===== src/rtl/spi_slave_if.sv =====
// Pin and local-handshake bundle for spi_slave: SPI pins on one side,
// tx_load/tx_ready and rx_valid/rx_ack word exchange plus status on the other.
interface spi_slave_if #(
  parameter int WIDTH = 8
);
  logic             sclk;
  logic             ss_n;
  logic             mosi;
  logic             miso;
  logic             miso_oe;
  logic [WIDTH-1:0] tx_data;
  logic             tx_load;
  logic             tx_ready;
  logic [WIDTH-1:0] rx_data;
  logic             rx_valid;
  logic             rx_ack;
  logic             busy;
  logic             rx_overrun;
  logic             tx_underrun;
  logic             clr_err;

  modport slave (
    input  sclk, ss_n, mosi, tx_data, tx_load, rx_ack, clr_err,
    output miso, miso_oe, tx_ready, rx_data, rx_valid, busy, rx_overrun, tx_underrun
  );

  modport master (
    output sclk, ss_n, mosi, tx_data, tx_load, rx_ack, clr_err,
    input  miso, miso_oe, tx_ready, rx_data, rx_valid, busy, rx_overrun, tx_underrun
  );
endinterface


===== src/rtl/spi_slave.sv =====
// SPI mode-0 target, MSB first, fully oversampled on clk. Pins pass through
// SYNC_STAGES-deep synchronizers plus one edge-detect register each.
module spi_slave #(
  parameter int WIDTH       = 8,
  parameter int SYNC_STAGES = 2
) (
  input  logic       clk,
  input  logic       rst,
  spi_slave_if.slave bus
);
  localparam int            CW       = (WIDTH > 1) ? $clog2(WIDTH) : 1;
  localparam logic [CW-1:0] LAST_BIT = CW'(WIDTH - 1);

  typedef enum logic [0:0] {
    IDLE   = 1'b0,
    ACTIVE = 1'b1
  } state_e;

  logic [SYNC_STAGES-1:0] sclk_sync_q;
  logic [SYNC_STAGES-1:0] ss_sync_q;
  logic [SYNC_STAGES-1:0] mosi_sync_q;
  logic                   sclk_prev_q;
  logic                   ss_prev_q;

  state_e           state_q;
  logic [CW-1:0]    bit_cnt_q;
  logic [WIDTH-1:0] tx_buf_q;
  logic [WIDTH-1:0] tx_shift_q;
  logic [WIDTH-2:0] rx_shift_q;
  logic [WIDTH-1:0] rx_data_q;
  logic             tx_ready_q;
  logic             rx_valid_q;
  logic             miso_oe_q;
  logic             busy_q;
  logic             rx_overrun_q;
  logic             tx_underrun_q;

  logic             sclk_s;
  logic             ss_s;
  logic             mosi_s;
  logic             sclk_rise_s;
  logic             sclk_fall_s;
  logic             ss_rise_s;
  logic             ss_fall_s;
  logic             frame_start_s;
  logic             frame_end_s;
  logic             bit_in_s;
  logic             word_done_s;
  logic             shift_out_s;
  logic             reload_s;
  logic             underrun_evt_s;
  logic             overrun_evt_s;
  logic [WIDTH-1:0] reload_word_d;
  logic [WIDTH-1:0] rx_word_d;
  logic [WIDTH-1:0] tx_shift_d;
  logic [CW-1:0]    bit_cnt_d;

  // Edge detection and per-cycle event decode.
  always_comb begin
    sclk_s      = sclk_sync_q[SYNC_STAGES-1];
    ss_s        = ss_sync_q[SYNC_STAGES-1];
    mosi_s      = mosi_sync_q[SYNC_STAGES-1];
    sclk_rise_s = sclk_s & ~sclk_prev_q;
    sclk_fall_s = ~sclk_s & sclk_prev_q;
    ss_rise_s   = ss_s & ~ss_prev_q;
    ss_fall_s   = ~ss_s & ss_prev_q;

    frame_start_s = (state_q == IDLE) && ss_fall_s;
    frame_end_s   = (state_q == ACTIVE) && ss_rise_s;
    // Frame end outranks an sclk edge seen in the same cycle.
    bit_in_s      = (state_q == ACTIVE) && !ss_rise_s && sclk_rise_s;
    shift_out_s   = (state_q == ACTIVE) && !ss_rise_s && sclk_fall_s;
    word_done_s   = bit_in_s && (bit_cnt_q == LAST_BIT);
    reload_s      = frame_start_s || (shift_out_s && (bit_cnt_q == {CW{1'b0}}));

    underrun_evt_s = reload_s && tx_ready_q;
    overrun_evt_s  = word_done_s && rx_valid_q && !bus.rx_ack;

    if (tx_ready_q) begin
      reload_word_d = {WIDTH{1'b0}};
    end else begin
      reload_word_d = tx_buf_q;
    end

    if (reload_s) begin
      tx_shift_d = reload_word_d;
    end else begin
      tx_shift_d = {tx_shift_q[WIDTH-2:0], 1'b0};
    end

    if (bit_cnt_q == LAST_BIT) begin
      bit_cnt_d = {CW{1'b0}};
    end else begin
      bit_cnt_d = bit_cnt_q + CW'(1);
    end

    rx_word_d = {rx_shift_q, mosi_s};
  end

  // Synchronizers, handshakes, sticky flags and the IDLE/ACTIVE state machine.
  always_ff @(posedge clk) begin
    if (rst) begin
      // ss chain resets low so a select already held low at release is not seen as a fall.
      sclk_sync_q   <= {SYNC_STAGES{1'b0}};
      ss_sync_q     <= {SYNC_STAGES{1'b0}};
      mosi_sync_q   <= {SYNC_STAGES{1'b0}};
      sclk_prev_q   <= 1'b0;
      ss_prev_q     <= 1'b0;
      state_q       <= IDLE;
      bit_cnt_q     <= {CW{1'b0}};
      tx_buf_q      <= {WIDTH{1'b0}};
      tx_shift_q    <= {WIDTH{1'b0}};
      rx_shift_q    <= {(WIDTH-1){1'b0}};
      rx_data_q     <= {WIDTH{1'b0}};
      tx_ready_q    <= 1'b1;
      rx_valid_q    <= 1'b0;
      miso_oe_q     <= 1'b0;
      busy_q        <= 1'b0;
      rx_overrun_q  <= 1'b0;
      tx_underrun_q <= 1'b0;
    end else begin
      sclk_sync_q <= {sclk_sync_q[SYNC_STAGES-2:0], bus.sclk};
      ss_sync_q   <= {ss_sync_q[SYNC_STAGES-2:0], bus.ss_n};
      mosi_sync_q <= {mosi_sync_q[SYNC_STAGES-2:0], bus.mosi};
      sclk_prev_q <= sclk_s;
      ss_prev_q   <= ss_s;

      // A reload only consumes a full buffer and a load only fills an empty one.
      if (bus.tx_load && tx_ready_q) begin
        tx_buf_q   <= bus.tx_data;
        tx_ready_q <= 1'b0;
      end else if (reload_s && !tx_ready_q) begin
        tx_ready_q <= 1'b1;
      end

      if (word_done_s) begin
        rx_data_q  <= rx_word_d;
        rx_valid_q <= 1'b1;
      end else if (bus.rx_ack) begin
        rx_valid_q <= 1'b0;
      end

      if (overrun_evt_s) begin
        rx_overrun_q <= 1'b1;
      end else if (bus.clr_err) begin
        rx_overrun_q <= 1'b0;
      end

      if (underrun_evt_s) begin
        tx_underrun_q <= 1'b1;
      end else if (bus.clr_err) begin
        tx_underrun_q <= 1'b0;
      end

      case (state_q)
        IDLE: begin
          if (frame_start_s) begin
            state_q    <= ACTIVE;
            bit_cnt_q  <= {CW{1'b0}};
            tx_shift_q <= tx_shift_d;
            busy_q     <= 1'b1;
            miso_oe_q  <= 1'b1;
          end
        end
        ACTIVE: begin
          if (frame_end_s) begin
            state_q    <= IDLE;
            bit_cnt_q  <= {CW{1'b0}};
            tx_shift_q <= {WIDTH{1'b0}};
            busy_q     <= 1'b0;
            miso_oe_q  <= 1'b0;
          end else begin
            if (bit_in_s) begin
              rx_shift_q <= rx_word_d[WIDTH-2:0];
              bit_cnt_q  <= bit_cnt_d;
            end
            if (shift_out_s) begin
              tx_shift_q <= tx_shift_d;
            end
          end
        end
        default: begin
          state_q <= IDLE;
        end
      endcase
    end
  end

  assign bus.miso        = tx_shift_q[WIDTH-1];
  assign bus.miso_oe     = miso_oe_q;
  assign bus.tx_ready    = tx_ready_q;
  assign bus.rx_data     = rx_data_q;
  assign bus.rx_valid    = rx_valid_q;
  assign bus.busy        = busy_q;
  assign bus.rx_overrun  = rx_overrun_q;
  assign bus.tx_underrun = tx_underrun_q;

endmodule


===== src/flat_wrapper.sv =====
// flat-port wrapper written by rule: the top's interface ports become plain ports
module spi_slave_flat 
#(
  parameter int WIDTH       = 8,
  parameter int SYNC_STAGES = 2
)
  (clk, rst, bus_sclk, bus_ss_n, bus_mosi, bus_tx_data, bus_tx_load, bus_rx_ack, bus_clr_err, bus_miso, bus_miso_oe, bus_tx_ready, bus_rx_data, bus_rx_valid, bus_busy, bus_rx_overrun, bus_tx_underrun);
  spi_slave_if #(.WIDTH(WIDTH)) bus_i ();
  input  logic clk;
  input  logic rst;
  input wire logic [$bits(bus_i.sclk)-1:0] bus_sclk;
  input wire logic [$bits(bus_i.ss_n)-1:0] bus_ss_n;
  input wire logic [$bits(bus_i.mosi)-1:0] bus_mosi;
  input wire logic [$bits(bus_i.tx_data)-1:0] bus_tx_data;
  input wire logic [$bits(bus_i.tx_load)-1:0] bus_tx_load;
  input wire logic [$bits(bus_i.rx_ack)-1:0] bus_rx_ack;
  input wire logic [$bits(bus_i.clr_err)-1:0] bus_clr_err;
  output wire logic [$bits(bus_i.miso)-1:0] bus_miso;
  output wire logic [$bits(bus_i.miso_oe)-1:0] bus_miso_oe;
  output wire logic [$bits(bus_i.tx_ready)-1:0] bus_tx_ready;
  output wire logic [$bits(bus_i.rx_data)-1:0] bus_rx_data;
  output wire logic [$bits(bus_i.rx_valid)-1:0] bus_rx_valid;
  output wire logic [$bits(bus_i.busy)-1:0] bus_busy;
  output wire logic [$bits(bus_i.rx_overrun)-1:0] bus_rx_overrun;
  output wire logic [$bits(bus_i.tx_underrun)-1:0] bus_tx_underrun;
  assign bus_i.sclk = bus_sclk;
  assign bus_i.ss_n = bus_ss_n;
  assign bus_i.mosi = bus_mosi;
  assign bus_i.tx_data = bus_tx_data;
  assign bus_i.tx_load = bus_tx_load;
  assign bus_i.rx_ack = bus_rx_ack;
  assign bus_i.clr_err = bus_clr_err;
  assign bus_miso = bus_i.miso;
  assign bus_miso_oe = bus_i.miso_oe;
  assign bus_tx_ready = bus_i.tx_ready;
  assign bus_rx_data = bus_i.rx_data;
  assign bus_rx_valid = bus_i.rx_valid;
  assign bus_busy = bus_i.busy;
  assign bus_rx_overrun = bus_i.rx_overrun;
  assign bus_tx_underrun = bus_i.tx_underrun;
  spi_slave #(.WIDTH(WIDTH), .SYNC_STAGES(SYNC_STAGES)) u_core (.clk(clk), .rst(rst), .bus(bus_i));
endmodule

===== config.mk =====
export PLATFORM = sky130hd
export DESIGN_NAME = spi_slave_flat
export DESIGN_NICKNAME = d
export VERILOG_FILES = /design/src/rtl/spi_slave_if.sv /design/src/rtl/spi_slave.sv /design/src/flat_wrapper.sv
export SDC_FILE = /design/constraint.sdc
export NUM_CORES = 1
export LEC_CHECK = 0
export ABC_AREA = 1
export CORE_AREA = 8 8 64 77
export CTS_BUF_LIST = sky130_fd_sc_hd__clkbuf_4
export CTS_CLUSTER_DIAMETER = 30
export CTS_CLUSTER_SIZE = 16
export DETAILED_ROUTE_END_ITERATION = 8
export DIE_AREA = 0 0 72 85
export GPL_TIMING_DRIVEN = 0
export PLACE_DENSITY = 0.78
export SETUP_SLACK_MARGIN = 0.1
export SLEW_MARGIN = 25
export SYNTH_ARGS = -nofsm -noshare
export SYNTH_HDL_FRONTEND = slang
export SYNTH_SLANG_ARGS = --single-unit

===== constraint.sdc =====
create_clock -name clk -period 1.35 [get_ports clk]
set_input_delay 0.405 -clock clk [delete_from_list [all_inputs] [get_ports clk]]
set_output_delay 0.405 -clock clk [all_outputs]
set_load 0.03 [all_outputs]

==> results of run 1 <==
metal layers:
| metal | up-vias | share of wire (%) | global-route usage (%) | wire (um) |
|---|---|---|---|---|
| met5 | - | 0 | 0 | 0 |
| met4 | 0 | 2.4 | 8.57 | 123 |
| met3 | 12 | 5.6 | 5.19 | 291 |
| met2 | 61 | 53 | 27.6 | 2710 |
| met1 | 861 | 39 | 17.4 | 2030 |
| li1 | 901 | - | - | - |
report_power, final:
| part | internal [mW] | switching [mW] | total (mW) |
|---|---|---|---|
| Sequential | 1.45 | 0.0294 | 1.48 |
| Combinational | 0.121 | 0.158 | 0.280 |
| Clock | 0.219 | 0.464 | 0.683 |
| Total | 1.79 | 0.652 | 2.44 |
synth_stat cells:
library cell / number / area [sq um]
nor2_4: 2 / 22.5
a211oi_1: 2 / 15.0
inv_1: 34 / 128
a21oi_2: 4 / 35.0
nand3_4: 1 / 17.5
o21ai_0: 21 / 105
nand3_1: 18 / 90.1
buf_2: 1 / 5.00
buf_6: 1 / 11.3
inv_2: 1 / 3.75
nand4_4: 1 / 21.3
dfxtp_1: 48 / 961
nand3_2: 1 / 10.0
ha_1: 3 / 37.5
clkbuf_1: 3 / 11.3
nand2_2: 3 / 18.8
nand4_1: 7 / 43.8
a21oi_1: 16 / 80.1
nand2_1: 32 / 120
nand2_4: 2 / 22.5
nor2_1: 44 / 165
buf_1: 1 / 3.75
o21ai_1: 1 / 5.00
buf_4: 1 / 7.51
tightest hold or removal path: cells and delay by family, from the launching register on:
family / cells / cell delay, ns
buffers and inverters: 1 / 0.04
DFF: 1 / 0.32
and+or+nand+nor: 1 / 0.03
what timing repair did:
item | in CTS | in global routing
gates cloned | 2 | 0
endpoints found under the setup margin | 45 | 57
pin swaps | 9 | 12
gates resized for setup | 165 | 35
setup buffers | 7 | 7
final timing paths:
check / from / to / slack, ns / cells after the start
max: u_core.bus.miso_oe / bus_miso_oe / -0.02 / 2
min reg2reg: u_core.sclk_sync_q[0] / u_core.sclk_sync_q[1] / 0.41 / 2
min: u_core.sclk_sync_q[0] / u_core.sclk_sync_q[1] / 0.41 / 2
max reg2reg: u_core.ss_sync_q[1] / u_core.tx_shift_q[6] / 0 / 7
sequential cells by signal, indices dropped and copies added (netlist names):
register / cells
u_core.tx_shift_q: 8
u_core.bus.rx_overrun: 1
u_core.mosi_sync_q: 2
u_core.ss_sync_q: 2
u_core.sclk_sync_q: 2
u_core.bus.rx_data: 8
u_core.bus.tx_underrun: 1
u_core.bus.miso_oe: 1
u_core.state_q: 1
u_core.bus.tx_ready: 1
u_core.ss_prev_q: 1
u_core.sclk_prev_q: 1
u_core.rx_shift_q: 7
u_core.bit_cnt_q: 3
u_core.tx_buf_q: 8
u_core.bus.rx_valid: 1
cells by family after synthesis:
family	Yosys count
and+or+nand+nor	111
DFF	48
AOI/OAI and AO/OA	44
buffers and inverters	42
adders and majority gates	3
area by class of cell:
type / count / share of cell area [%]
inverter: 35 / 5.03
timing repair buffer: 45 / 15.5
multi-input combinational: 159 / 37.3
sequential: 48 / 35.9
clock buffer: 6 / 1.62
clock inverter: 2 / 0.404
tap: 54 / 2.42
buffer: 7 / 1.80
==> results.tsv, run 1 <==
stage	metric	value	unit
yosys	Yosys warning count	0	
worst_setup_path	critical path arrival	0.96	ns
worst_setup_path	CP Class	flop to output port	
yosys	adder-cell share of the synthesized area	1.93	%
global_route	largest net degree at the start of global routing	15	
finish	P&R area growth vs syn	43.6	%
route	DRT Wirelength	5150	um
worst_setup_path	slowest stage delay, CP	0.36	ns
run_status	status	complete, but fails checks	
worst_setup_path	Buf/Inv on CP	2	
timing	final hold violations	0	
yosys	Net Count, Synth	267	
finish	most frequent cells in the layout	nor2_1 (43), nand2_1 (27), dfxtp_1 (27)	
finish	Post-Layout Inst Area	2790	sq um
placement	PortBufs	30	
clocking	Clock Sink Count	48	
yosys	mapped cell area	1940	sq um
timing	Clock Skew	0.0167	ns
worst_setup_path	crit-path cells	buf_6 > buf_6	
global_route	first-pass GRT wire length	8000	um
global_route	initial antenna violation count	0	
power	leakage	1.23	nW
timing	worst rel slew slack	79.4	%
finish	Nets	320	
finish	commonest non-fill, non-tap cell in the layout	nor2_1	
run_status	failing checks	setup timing	
timing	Max Slew Vio Count	0	
clocking	Clk Latency, worst-skew pair	0.38	ns
yosys	post-synthesis sequential area ratio	49.5	%
timing	setup TNS	-0.0168	ns
timing	Final setup viols	1	
worst_setup_path	CP max stage cell	dfxtp_2	
timing	Period minus WS final	1.37	ns
placement	Post-Place Cell Area	2310	sq um
timing	FMAX	0.732	GHz
clocking	Max clock buf depth	2	
timing	RSZ-0062 raised after global routing	yes	
floorplanning	die area	6120	sq um
floorplanning	initial core utilization	51.3	%
timing	final hold slack	0.408	ns
finish	Cell Count, Final, Fillers Out	356	
finish	layout cell share with drive strength beyond 1	40.7	%
worst_setup_path	CP dominant cell by count	buf_6	
placement	gpl congestion	0.827	
timing	period utilization	101	%
clocking	CTS tree	built	
clocking	htree depth	2	
placement	dpl cells	332	
clocking	Num CTS Buffers	5	
yosys	post-synthesis register bit count	48	
floorplanning	total core area	3780	sq um
global_route	Total Routing Usage GR	16.3	%
floorplanning	die width	72	um
worst_setup_path	crit-path leading delay family	flip-flops	
clocking	root buf cell	clkbuf_4	
route	WL/cell	14.5	um
timing	final worst slack	-0.0168	ns
timing	actual slew at the worst max-slew pin	0.308	ns
worst_setup_path	CP max FO	3	
floorplanning	Die Y	85	um
finish	Final Util	73.6	%
placement	DPL Wire Length	3000	um
worst_setup_path	Worst EP required	0.95	ns
finish	number of inserted diodes	0	
route	via count	1835	
yosys	mux cell area share after synthesis	0	%
yosys	largest family of logic cells by synthesized area	simple AND/OR/NAND/NOR gates	
global_route	vias in the first global route	1749	
power	peak supply drop	0.812	mV
power	Tot Pwr	2.44	mW
yosys	Yosys cell types	24	
global_route	GRT overflow	0	
finish	area of the multi-input gates	1040	sq um
floorplanning	# IOs	31	
route	DRC viols	0	
job	max-cap violations	0	
route	DRT Pass-1 Iters	4	
finish	register area	1000	sq um
yosys	xor-xnor portion of the synthesized cell area	0	%
clocking	clock transition at the registers of the reported paths	0.14	ns
route	DR vias/cell	5.15	
yosys	post-synthesis compound-gate area fraction	12.4	%
yosys	Avg Cell Area, Syn	7.83	sq um
worst_setup_path	Critical Path End Type	output port	
placement	dpl ws	-0.536	ns
power	power density over the cells	877	nW/um^2
worst_setup_path	Startpoint Class	flop	
yosys	Mapped Cells	248	
yosys	Synth Area in Simple Gates	27.4	%
worst_hold_path	HP Class	flop to flop	
floorplanning	row cnt	25	
route	Post-DRT Antenna Nets	0	
clocking	Post-CTS Hold Fix Bufs	0	
finish	fillers	281	
route	DRT iter0 DRCs	145	
Note: power is estimated with default switching activity, not from simulation.
==> inputs of run 2 (changes only) <==
MAX_ROUTING_LAYER = met4   (was unset)
TNS_END_PERCENT = 10   (was unset)
==> results.tsv, run 2 (same netlist as run 1, synthesis figures left out) <==
stage	metric	value	unit
worst_setup_path	Worst EP required	0.95	ns
floorplanning	initial core utilization	51.3	%
worst_setup_path	Startpoint Class	flop	
finish	Cell Count, Final, Fillers Out	346	
global_route	first-pass GRT wire length	7290	um
route	WL/cell	12.3	um
job	max-cap violations	0	
floorplanning	total core area	3780	sq um
route	DRT Pass-1 Iters	4	
worst_setup_path	Critical Path End Type	output port	
clocking	CTS tree	built	
run_status	status	completed	
floorplanning	# IOs	31	
placement	DPL Wire Length	3000	um
finish	Post-Layout Inst Area	2530	sq um
power	combinational power share	10.2	%
timing	final worst slack	0.00290	ns
floorplanning	row cnt	25	
finish	number of inserted diodes	0	
global_route	initial antenna violation count	0	
finish	Nets	310	
timing	final hold violations	0	
timing	FMAX	0.742	GHz
power	Reg power frac	62.1	%
power	Switching Share	25.2	%
global_route	Total Routing Usage GR	15.1	%
power	Sw Pwr	600	uW
floorplanning	Die Y	85	um
timing	Max Slew Vio Count	0	
power	Cell Int Power	1.78	mW
finish	commonest non-fill, non-tap cell in the layout	nor2_1	
placement	gpl congestion	0.839	
route	via count	1718	
finish	P&R area growth vs syn	30.5	%
route	DR vias/cell	4.97	
placement	dpl cells	332	
timing	setup TNS	0	ns
finish	most frequent cells in the layout	nor2_1 (44), nand2_1 (31), dfxtp_1 (29)	
placement	PortBufs	30	
route	Post-DRT Antenna Nets	0	
clocking	htree depth	2	
finish	fillers	332	
worst_setup_path	critical path arrival	0.94	ns
power	power density over the cells	941	nW/um^2
clocking	Max clock buf depth	2	
global_route	largest net degree at the start of global routing	15	
global_route	GRT overflow	0	
power	clock network fraction of design power	27.7	%
timing	Period minus WS final	1.35	ns
global_route	vias in the first global route	1643	
clocking	Clock Sink Count	48	
clocking	clock transition at the registers of the reported paths	0.13	ns
timing	actual slew at the worst max-slew pin	0.271	ns
clocking	root buf cell	clkbuf_4	
placement	Post-Place Cell Area	2310	sq um
route	DRC viols	0	
route	DRT Wirelength	4250	um
timing	Final setup viols	0	
placement	dpl ws	-0.536	ns
floorplanning	die width	72	um
worst_setup_path	CP max FO	3	
floorplanning	die area	6120	sq um
clocking	Clk Latency, worst-skew pair	0.37	ns
timing	RSZ-0062 raised after global routing	yes	
finish	layout cell share with drive strength beyond 1	29.1	%
worst_setup_path	CP Class	flop to output port	
timing	final hold slack	0.407	ns
route	DRT iter0 DRCs	79	
timing	period utilization	99.8	%
power	leakage	1.14	nW
clocking	Num CTS Buffers	5	
timing	worst rel slew slack	81.9	%
power	peak supply drop	0.786	mV
timing	Clock Skew	0.0134	ns
worst_hold_path	HP Class	flop to flop	
run 2: changes by cell type in the layout (fill, tap and decap cells not counted), sizes merged:
cell / previous run / this run
clkbuf: 10 / 11
clkinvlp: 2 / 1
nand2: 38 / 37
buf: 33 / 23
inv: 34 / 35
run 2: per-stage QoR:
stage	util [%]	total power, mW
floorplan	-	1.63
global placement	61.0	1.72
detailed placement	61.0	1.73
CTS	64.5	2.39
global route	66.9	2.49
finish	66.9	2.38
run 2: what timing repair did:
action | 4_1_cts | 5_1_grt
pin swaps | 1 | 10
setup endpoints to repair | 45 | 59
resized for setup | 135 | 24
hold endpoints to repair | 0 | 0
cloned | 0 | 0
hold buffers | 0 | 0
setup buffers | 3 | 3
run 2: final cells by class:
class,count,area (sq um),share of cell area (%)
Multi-Input combinational cell,158,871,34.4
Tap cell,54,67.6,2.67
Inverter,35,131,5.19
Clock buffer,6,45.0,1.78
Clock inverter,2,11.3,0.445
Sequential cell,48,990,39.1
Timing Repair Buffer,36,364,14.4
Buffer,7,52.6,2.08
run 2: power groups by stage:
stage | registers, mW | logic [mW] | clock network, mW
6_report | 1.48 | 0.243 | 0.660
5_1_grt | 1.49 | 0.269 | 0.738
4_1_cts | 1.48 | 0.227 | 0.686
3_5_place_dp | 1.52 | 0.212 | 0
3_3_place_gp | 1.51 | 0.209 | 0
2_1_floorplan | 1.52 | 0.119 | 0
run 2: final timing paths:
path / from / slack, ns / to / depth (start not counted)
max: u_core.bus.miso_oe / 0.003 / bus_miso_oe / 2
min: u_core.sclk_sync_q[0] / 0.41 / u_core.sclk_sync_q[1] / 2
max reg2reg: u_core.bit_cnt_q[0] / 0.05 / u_core.tx_shift_q[6] / 11
min reg2reg: u_core.sclk_sync_q[0] / 0.41 / u_core.sclk_sync_q[1] / 2
run 2: worst max-delay path: stages (launching register included):
cell and delay (ns):
dfxtp_2 0.35, buf_6 0.11, buf_6 0.12
run 2: layer usage:
metal | global-route usage [%] | routed length, um | vias up
li1 | - | - | 888
met3 | 4.13 | 170 | 5
met4 | 5.77 | 59 | 0
met5 | - | 0 | -
met1 | 16.7 | 1890 | 791
met2 | 25.1 | 2140 | 34
==> inputs of run 3 (changes only) <==
CAP_MARGIN = 20   (was unset)
==> results of run 3 <==
No change in the layout: final DEF, timing and power equal those of run 2.
